==> config.mk <==
export PLATFORM = sky130hd
export DESIGN_NAME = serial_to_vector_packer_flat
export DESIGN_NICKNAME = d
export VERILOG_FILES = /design/src/rtl/serial_to_vector_packer_pkg.sv /design/src/rtl/serial_to_vector_packer_if.sv /design/src/rtl/serial_to_vector_packer_out_reg.sv /design/src/rtl/serial_to_vector_packer.sv /design/src/flat_wrapper.sv
export SDC_FILE = /design/constraint.sdc
export NUM_CORES = 1
export LEC_CHECK = 0
export BUFFER_PORTS_ARGS = -buffer_cell sky130_fd_sc_hd__clkbuf_2
export CAP_MARGIN = 20
export CORE_MARGIN = 2
export CORE_UTILIZATION = 40
export CTS_CLUSTER_SIZE = 24
export DETAILED_ROUTE_END_ITERATION = 8
export GPL_TIMING_DRIVEN = 0
export SETUP_SLACK_MARGIN = 0.1
export SLEW_MARGIN = 10
export SYNTH_ARGS = -nofsm -noshare
export SYNTH_HDL_FRONTEND = slang
export SYNTH_SLANG_ARGS = --single-unit
==> constraint.sdc <==
create_clock -name clk -period 2.53 [get_ports clk]
set_input_delay 0.1265 -clock clk [delete_from_list [all_inputs] [get_ports clk]]
set_output_delay 0.1265 -clock clk [all_outputs]
set_load 0.1 [all_outputs]
==> src/rtl/serial_to_vector_packer_pkg.sv <==
// Shared types, rate codes and length helpers for the serial-to-vector packer.
// Optional partial-vector flush is controlled by the STV_FLUSH_EN macro in the top.
package stv_pkg;

    localparam int STV_RATE_W = 4;

    // 802.11a SIGNAL RATE field codes
    localparam logic [3:0] RATE_6M  = 4'b1101;
    localparam logic [3:0] RATE_9M  = 4'b1111;
    localparam logic [3:0] RATE_12M = 4'b0101;
    localparam logic [3:0] RATE_18M = 4'b0111;
    localparam logic [3:0] RATE_24M = 4'b1001;
    localparam logic [3:0] RATE_36M = 4'b1011;
    localparam logic [3:0] RATE_48M = 4'b0001;
    localparam logic [3:0] RATE_54M = 4'b0011;

    typedef enum logic {
        PH_A = 1'b0,
        PH_B = 1'b1
    } stv_phase_t;

    // Raw segment lengths {len_a, len_b} for a rate code, before clamping
    function automatic logic [7:0] stv_rate_lens(input logic [3:0] rate);
        logic [7:0] lens;
        if (rate == RATE_24M) lens = {4'd2, 4'd1};
        else                  lens = {4'd2, 4'd2};
        return lens;
    endfunction

    // A zero length still needs one bit per group; nothing wider than the vector fits
    function automatic logic [7:0] stv_clamp_len(input logic [3:0] len, input int max_w);
        int l;
        l = int'(len);
        if (l == 0)    l = 1;
        if (l > max_w) l = max_w;
        return 8'(l);
    endfunction

endpackage

==> src/rtl/serial_to_vector_packer_if.sv <==
// Bit-side and vector-side handshake bundle of the serial-to-vector packer.
// master = upstream/downstream environment, slave = the packer itself.
interface serial_to_vector_packer_if #(
    parameter int MAX_W = 2
);
    localparam int LEN_W = $clog2(MAX_W + 1);

    logic             bit_in;
    logic             bit_valid;
    logic             bit_ready;
    logic [MAX_W-1:0] vec_out;
    logic [LEN_W-1:0] vec_len;
    logic             vec_valid;
    logic             vec_ready;

    modport master (
        output bit_in, bit_valid, vec_ready,
        input  bit_ready, vec_out, vec_len, vec_valid
    );

    modport slave (
        input  bit_in, bit_valid, vec_ready,
        output bit_ready, vec_out, vec_len, vec_valid
    );

endinterface

==> src/rtl/serial_to_vector_packer_out_reg.sv <==
// Single-entry valid/ready output register holding a packed vector and its length.
// The caller only loads when 'free' is high, so a held vector is never overwritten.
module stv_out_reg #(
    parameter int MAX_W = 2,
    parameter int LEN_W = 2
) (
    input  logic             clk,
    input  logic             reset_n,
    input  logic             load,
    input  logic [MAX_W-1:0] load_vec,
    input  logic [LEN_W-1:0] load_len,
    input  logic             vec_ready,
    output logic [MAX_W-1:0] vec_out,
    output logic [LEN_W-1:0] vec_len,
    output logic             vec_valid,
    output logic             free
);

    // Slot is usable this cycle if empty or being drained
    assign free = !vec_valid || vec_ready;

    // Capture a new vector, or drop valid once the held one is taken
    always_ff @(posedge clk or negedge reset_n) begin
        if (!reset_n) begin
            vec_out   <= '0;
            vec_len   <= '0;
            vec_valid <= 1'b0;
        end else if (load) begin
            vec_out   <= load_vec;
            vec_len   <= load_len;
            vec_valid <= 1'b1;
        end else if (vec_ready) begin
            vec_valid <= 1'b0;
        end
    end

endmodule

==> src/rtl/serial_to_vector_packer.sv <==
// Packs a serial coded bit stream into vectors whose lengths alternate A,B
// according to the latched rate. Build with STV_FLUSH_EN defined to add the
// flush port that emits a partial group early.
module serial_to_vector_packer
    import stv_pkg::*;
#(
    parameter int MAX_W  = 2,
    parameter int RATE_W = 4
) (
    input  logic                       clk,
    input  logic                       reset_n,
    input  logic [RATE_W-1:0]          rate,
    input  logic                       frame_start,
`ifdef STV_FLUSH_EN
    input  logic                       flush,
`endif
    serial_to_vector_packer_if.slave   bus
);

    localparam int LEN_W = $clog2(MAX_W + 1);

    logic [MAX_W-1:0] acc_q, base_acc, acc_new, ins, nxt_acc, load_vec;
    logic [LEN_W-1:0] cnt_q, base_cnt, cnt_new, nxt_cnt, load_len;
    logic [LEN_W-1:0] len_a_q, len_b_q, live_a, live_b, eff_a, eff_b, cur_len;
    stv_phase_t       phase_q, base_phase, nxt_phase;
    logic [7:0]       tbl_live;
    logic             relatch, take, done, load, out_free, bit_ready;
`ifdef STV_FLUSH_EN
    logic             pend_q, pend_nxt, flush_req;
`endif

    stv_out_reg #(.MAX_W(MAX_W), .LEN_W(LEN_W)) u_out (
        .clk       (clk),
        .reset_n   (reset_n),
        .load      (load),
        .load_vec  (load_vec),
        .load_len  (load_len),
        .vec_ready (bus.vec_ready),
        .vec_out   (bus.vec_out),
        .vec_len   (bus.vec_len),
        .vec_valid (bus.vec_valid),
        .free      (out_free)
    );

`ifdef STV_FLUSH_EN
    assign bit_ready = out_free && !pend_q;
`else
    assign bit_ready = out_free;
`endif
    assign bus.bit_ready = bit_ready;

    // Next-state: the live rate table applies at a pair boundary or on frame_start
    always_comb begin
        tbl_live   = stv_rate_lens(STV_RATE_W'(rate));
        live_a     = LEN_W'(stv_clamp_len(tbl_live[7:4], MAX_W));
        live_b     = LEN_W'(stv_clamp_len(tbl_live[3:0], MAX_W));
        relatch    = frame_start || (phase_q == PH_A && cnt_q == '0);
        eff_a      = relatch ? live_a : len_a_q;
        eff_b      = relatch ? live_b : len_b_q;
        base_phase = frame_start ? PH_A : phase_q;
        base_cnt   = frame_start ? '0 : cnt_q;
        base_acc   = frame_start ? '0 : acc_q;
        cur_len    = (base_phase == PH_A) ? eff_a : eff_b;
        take       = bus.bit_valid && bit_ready;
        ins        = take ? (MAX_W'(bus.bit_in) << base_cnt) : '0;
        acc_new    = base_acc | ins;
        cnt_new    = base_cnt + LEN_W'(take);
        done       = take && (cnt_new == cur_len);

        load       = 1'b0;
        load_vec   = acc_new;
        load_len   = cur_len;
        nxt_acc    = acc_new;
        nxt_cnt    = cnt_new;
        nxt_phase  = base_phase;
`ifdef STV_FLUSH_EN
        flush_req  = flush || pend_q;
        pend_nxt   = pend_q;
`endif
        if (done) begin
            load      = 1'b1;
            nxt_acc   = '0;
            nxt_cnt   = '0;
            nxt_phase = (base_phase == PH_A) ? PH_B : PH_A;
`ifdef STV_FLUSH_EN
            pend_nxt  = 1'b0;
        end else if (flush_req) begin
            if (cnt_new == '0) begin
                pend_nxt = 1'b0;
            end else if (out_free) begin
                load      = 1'b1;
                load_len  = cnt_new;
                nxt_acc   = '0;
                nxt_cnt   = '0;
                nxt_phase = PH_A;
                pend_nxt  = 1'b0;
            end else begin
                pend_nxt = 1'b1;
            end
`endif
        end
    end

    // Phase FSM, accumulator, bit count and latched segment lengths
    always_ff @(posedge clk or negedge reset_n) begin
        if (!reset_n) begin
            phase_q <= PH_A;
            acc_q   <= '0;
            cnt_q   <= '0;
            len_a_q <= LEN_W'(stv_clamp_len(stv_rate_lens(4'b0000) >> 4, MAX_W));
            len_b_q <= LEN_W'(stv_clamp_len(stv_rate_lens(4'b0000) & 8'h0f, MAX_W));
`ifdef STV_FLUSH_EN
            pend_q  <= 1'b0;
`endif
        end else begin
            phase_q <= nxt_phase;
            acc_q   <= nxt_acc;
            cnt_q   <= nxt_cnt;
            if (relatch) begin
                len_a_q <= live_a;
                len_b_q <= live_b;
            end
`ifdef STV_FLUSH_EN
            pend_q  <= pend_nxt;
`endif
        end
    end

endmodule

==> src/flat_wrapper.sv <==
// flat-port wrapper written by rule: the top's interface ports become plain ports
module serial_to_vector_packer_flat import stv_pkg::*;
#(
    parameter int MAX_W  = 2,
    parameter int RATE_W = 4
)
  (clk, reset_n, rate, frame_start, bus_bit_in, bus_bit_valid, bus_vec_ready, bus_bit_ready, bus_vec_out, bus_vec_len, bus_vec_valid);
  serial_to_vector_packer_if #(.MAX_W(MAX_W)) bus_i ();
  input  logic clk;
  input  logic reset_n;
  input  logic [RATE_W-1:0] rate;
  input  logic frame_start;
  input wire logic [$bits(bus_i.bit_in)-1:0] bus_bit_in;
  input wire logic [$bits(bus_i.bit_valid)-1:0] bus_bit_valid;
  input wire logic [$bits(bus_i.vec_ready)-1:0] bus_vec_ready;
  output wire logic [$bits(bus_i.bit_ready)-1:0] bus_bit_ready;
  output wire logic [$bits(bus_i.vec_out)-1:0] bus_vec_out;
  output wire logic [$bits(bus_i.vec_len)-1:0] bus_vec_len;
  output wire logic [$bits(bus_i.vec_valid)-1:0] bus_vec_valid;
  assign bus_i.bit_in = bus_bit_in;
  assign bus_i.bit_valid = bus_bit_valid;
  assign bus_i.vec_ready = bus_vec_ready;
  assign bus_bit_ready = bus_i.bit_ready;
  assign bus_vec_out = bus_i.vec_out;
  assign bus_vec_len = bus_i.vec_len;
  assign bus_vec_valid = bus_i.vec_valid;
  serial_to_vector_packer #(.MAX_W(MAX_W), .RATE_W(RATE_W)) u_core (.clk(clk), .reset_n(reset_n), .rate(rate), .frame_start(frame_start), .bus(bus_i));
endmodule
==> results.env <==
RESULT_OF_THE_RUN='finished, final reports clean'
CLOCK_SINK_COUNT=14
WORSTPATHCELLLIST='nand2b_4 > nand2_2 > inv_1 > ha_1 > xnor2_2 > and4_4 > o22ai_4 > mux2_4'
NUMPORTBUFFERS=14
SYNTH_TOP_AREA_SHARE_PCT=41.1
PEAKVDDDROP_V=0.000368
ANTENNA_FOUND_INITIAL=0
FRACTION_OF_THE_YOSYS_AREA_TAKEN_BY_SEQUENTIAL_CELLS_PCT=48.3
TIMING.CRITICAL_PATH.FANOUT_MAX=8
CLK_TRANSITION_REPORTED_PATHS_NS=0.09
START_UTIL_PCT=42.3
COMB_POWER_SHARE_PCT=42.9
OVERFLOW=0
POWER_LEAKAGE_nW=0.420
SYNTH_CELLS=66
CRITPATHSLOWESTCELL='dfrtp_4'
CLOCK_POWER_SHARE_PCT=20.4
CTS-ROOT-TO-SINK-BUFFERS=2
REPORT.FINAL.SLEW_VIOL_COUNT=0
POST_CTS.RESIZED_INSTANCES=0
RATIO_OF_FINAL_MINIMUM_PERIOD_TO_CLOCK_PERIOD_PCT=82.1
WIRELENGTH_MM=1.34
DRIVE_GT1_SHARE_PCT=43.5
DIE_W_UM=46.7
POST_SYNTH_INSTANCE_AREA_UM2=731
WORSTHOLDPATHTYPE='in2reg'
IO_PINS=16
WORSTMARGINPINSLEW_NS=0.538
WORST_SKEW_PAIR_LATER_PIN_LATENCY_NS=0.29
CRITICAL_PATH.ENDPOINT_TYPE='flip-flop'
MAXCAPVIOLATIONS=0
INTPOWER_W=0.000441
CORE-AREA_UM2=1730
FINCLKSKEW_NS=0.00621
DR_TOTAL_VIAS=544
WORST-ENDPOINT-ARRIVAL_NS=2.25
CRITICALPATHCATEGORY='reg2reg'
CLOCK_TREE.HTREE_LEVEL_COUNT=1
DP_CELL_COUNT=105
FINAL.MIN_CLOCK_PERIOD_NS=2.08
BUFFER_TYPE_AT_THE_CLOCK_TREE_ROOT='clkbuf_4'
POWER_PER_CELL_AREA_nW_PER_UM2=889
CTS-BUFFERS-INSERTED=3
HOLD-WORST-SLACK_NS=0.0986
WORST_PATH_LARGEST_CELL_DELAY_NS=0.50
SWITCHING_SHARE_PCT=44.8
TIMING.FINAL.SETUP_VIOLATIONS=0
VIAS_PER_CELL=4.95
GRT_MAX_DEGREE=15
FP.DIEH_UM=46.7
FIRST_PASS_GRT_WIRE_LENGTH_MM=2.17
FINALINSTANCEAREA_UM2=900
SETUP_TOTAL_NEGATIVE_SLACK_NS=0
SYNTHESIS.AREA_PER_INSTANCE_UM2=11.1
GLOBALROUTETOTALUTIL_PCT=14.6
DRT-PASS1-ITER-COUNT=2
FIN_CELLS=110
DETAIL_ROUTE.ITER0.VIOLATIONS=4
N_ANTENNA_CELL=0
PLACED_AREA_UM2=853
GRT_SETUP_UNREPAIRED='no'
NUMBER_OF_GLOBAL_ROUTE_VIAS_BEFORE_REPAIR=499
DIEAREA_UM2=2180
START_KIND='flip-flop'
YS_WARN_COUNT=0
MAX_FREQ_MHz=482
PLACE_HPWL_MM=1.02
P_SEQ_SHARE_PCT=36.7
TIMING.SLEW.HEADROOM_PCT=64.3
ROUTE.DETAILED.DRC=0
SYNTH-SEQ-CELLS=14
SYNTH_TOP_CELLS_BY_AREA='dfrtp_1 (41%), dfstp_2 (7.2%), mux2_4 (6.2%), o21ai_0 (4.1%), nand2_1 (3.6%)'
ROUTABILITY_CONGESTION_ESTIMATE=0.713
POWER.SWITCHING_W=0.000358
COUNT_OF_STANDARD_CELL_ROWS=15
SYN_TO_FINAL_GROWTH_PCT=23.1
POST-LAYOUT-TOTAL-POWER_W=0.000799
CTS_TREE='yes'
AVGROUTEDWIREPERCELL_UM=12.2
SYNTH_FP_NETS=77
HOLD_VIOL_FINAL=0
CRITPATHREQUIREDTIME_NS=2.70
LAYOUT.NETS=97
SYNTHDOMINANTAREACELLTYPE='dfrtp_1'
YOSYSUNIQUECELLTYPES=30
POSTROUTEANTENNANETS=0
[synthesized netlist by cell type]
library cell  count
a211oi_4          1
a21oi_1           1
a41oi_1           1
and2_1            3
and2_2            2
and2b_2           1
and3_1            1
and4_4            1
buf_6             1
dfrtp_1          12
dfstp_2           2
ha_1              1
inv_1             4
mux2_4            3
nand2_1           7
nand2b_1          2
nand3_1           1
nor2_1            3
nor2b_1           2
nor2b_2           1
nor3_1            1
o211ai_1          1
o21ai_0           6
o22ai_4           1
o31a_1            1
o31ai_2           1
or3_1             1
or3b_2            1
or4_1             1
xnor2_1           2
[what timing repair did]
| item | 4_1_cts | 5_1_grt |
|---|---|---|
| setup buffers | 0 | 0 |
| hold buffers | 1 | 0 |
| hold endpoints to repair | 12 | 0 |
[sequential cells by signal, summed over array words and instances, names as in the netlist]
signal and cells:
u_core.acc_q 2, u_core.cnt_q 2, u_core.len_a_q 2, u_core.len_b_q 2
u_core.phase_q 1, u_core.u_out.vec_len 2, u_core.u_out.vec_out 2, u_core.u_out.vec_valid 1
[cell families after synthesis]
logic type | Yosys count | synth area share, %
compound gates | 13 | 15.4
xor+xnor | 2 | 2.40
fa+ha+maj | 1 | 1.71
buf+inv | 5 | 3.60
flops | 14 | 48.3
mux | 3 | 6.16
simple gates | 28 | 22.4
[placed cells by master, fill, tap and decap left out, types with 2 or more instances in the layout]
cell	netlist	routed
dfrtp_1	12	11
clkbuf_4	0	3
o21ai_0	6	6
nor2_1	3	3
inv_1	4	4
nand2_1	7	6
nor2b_1	2	2
and2_1	3	3
clkbuf_2	0	14
mux2_4	3	3
and2_2	2	2
dfstp_2	2	2
[worst paths after layout]
kind | from | to | slack, ns | cells after the start
max in group asynchronous | reset_n | u_core.len_a_q[1]$_DFF_PN1_ | 1.96 | 2
max | u_core.u_out.vec_valid$_DFFE_PN0P_ | u_core.u_out.vec_len[1]$_DFFE_PN0P_ | 0.45 | 8
min | frame_start | u_core.len_a_q[1]$_DFF_PN1_ | 0.1 | 2
min in group asynchronous | reset_n | u_core.phase_q$_DFF_PN0_ | 0.27 | 2
max reg2reg | u_core.u_out.vec_valid$_DFFE_PN0P_ | u_core.u_out.vec_len[1]$_DFFE_PN0P_ | 0.45 | 8
min reg2reg | u_core.len_a_q[0]$_DFF_PN0_ | u_core.len_a_q[0]$_DFF_PN0_ | 0.49 | 1
[stage by stage]
stage               utilization [%]  setup slack (ns)
floorplan                         -             0.100
global placement               49.4             0.491
finish                         52.1             0.454
global route                   52.1             0.363
CTS                            52.1             0.437
detailed placement             49.4             0.457
[layout make-up]
class,count,area (um2)
fillers,170,827
multi-input cells,47,369
flip-flops and latches,14,357
repair buffers,15,80.1
clock buffers,4,36.3
well taps,25,31.3
inverters,4,15.0
plain buffers,1,11.3
[critical path: cells and delay by family, from the launching register on]
family | cells | cell delay [ns]
and+or+nand+nor | 3 | 0.38
buffers and inverters | 1 | 0.13
DFF | 1 | 0.50
xor gates and xnor gates | 1 | 0.12
AOI/OAI and AO/OA | 1 | 0.29
muxes | 1 | 0.33
adders and majority gates | 1 | 0.21
[layer usage]
metal | GRT usage [%] | vias to the layer above | wire length, um
met2 | 24.2 | 8 | 659
li1 | - | 265 | -
met1 | 18.2 | 268 | 606
met4 | 3.33 | 0 | 10
met3 | 5.77 | 3 | 62
met5 | 0 | - | 0
[power by group through the flow]
stage	clock, W	combinational, W	sequential (W)
after global placement	0	0.000341	0.000296
after global routing	0.000179	0.000364	0.000298
after CTS	0.000169	0.000346	0.000294
final	0.000163	0.000343	0.000294
after floorplan	0	0.000119	0.000466
after detailed placement	0	0.000344	0.000298
No activity file was read; power rests on OpenSTA's default activity.
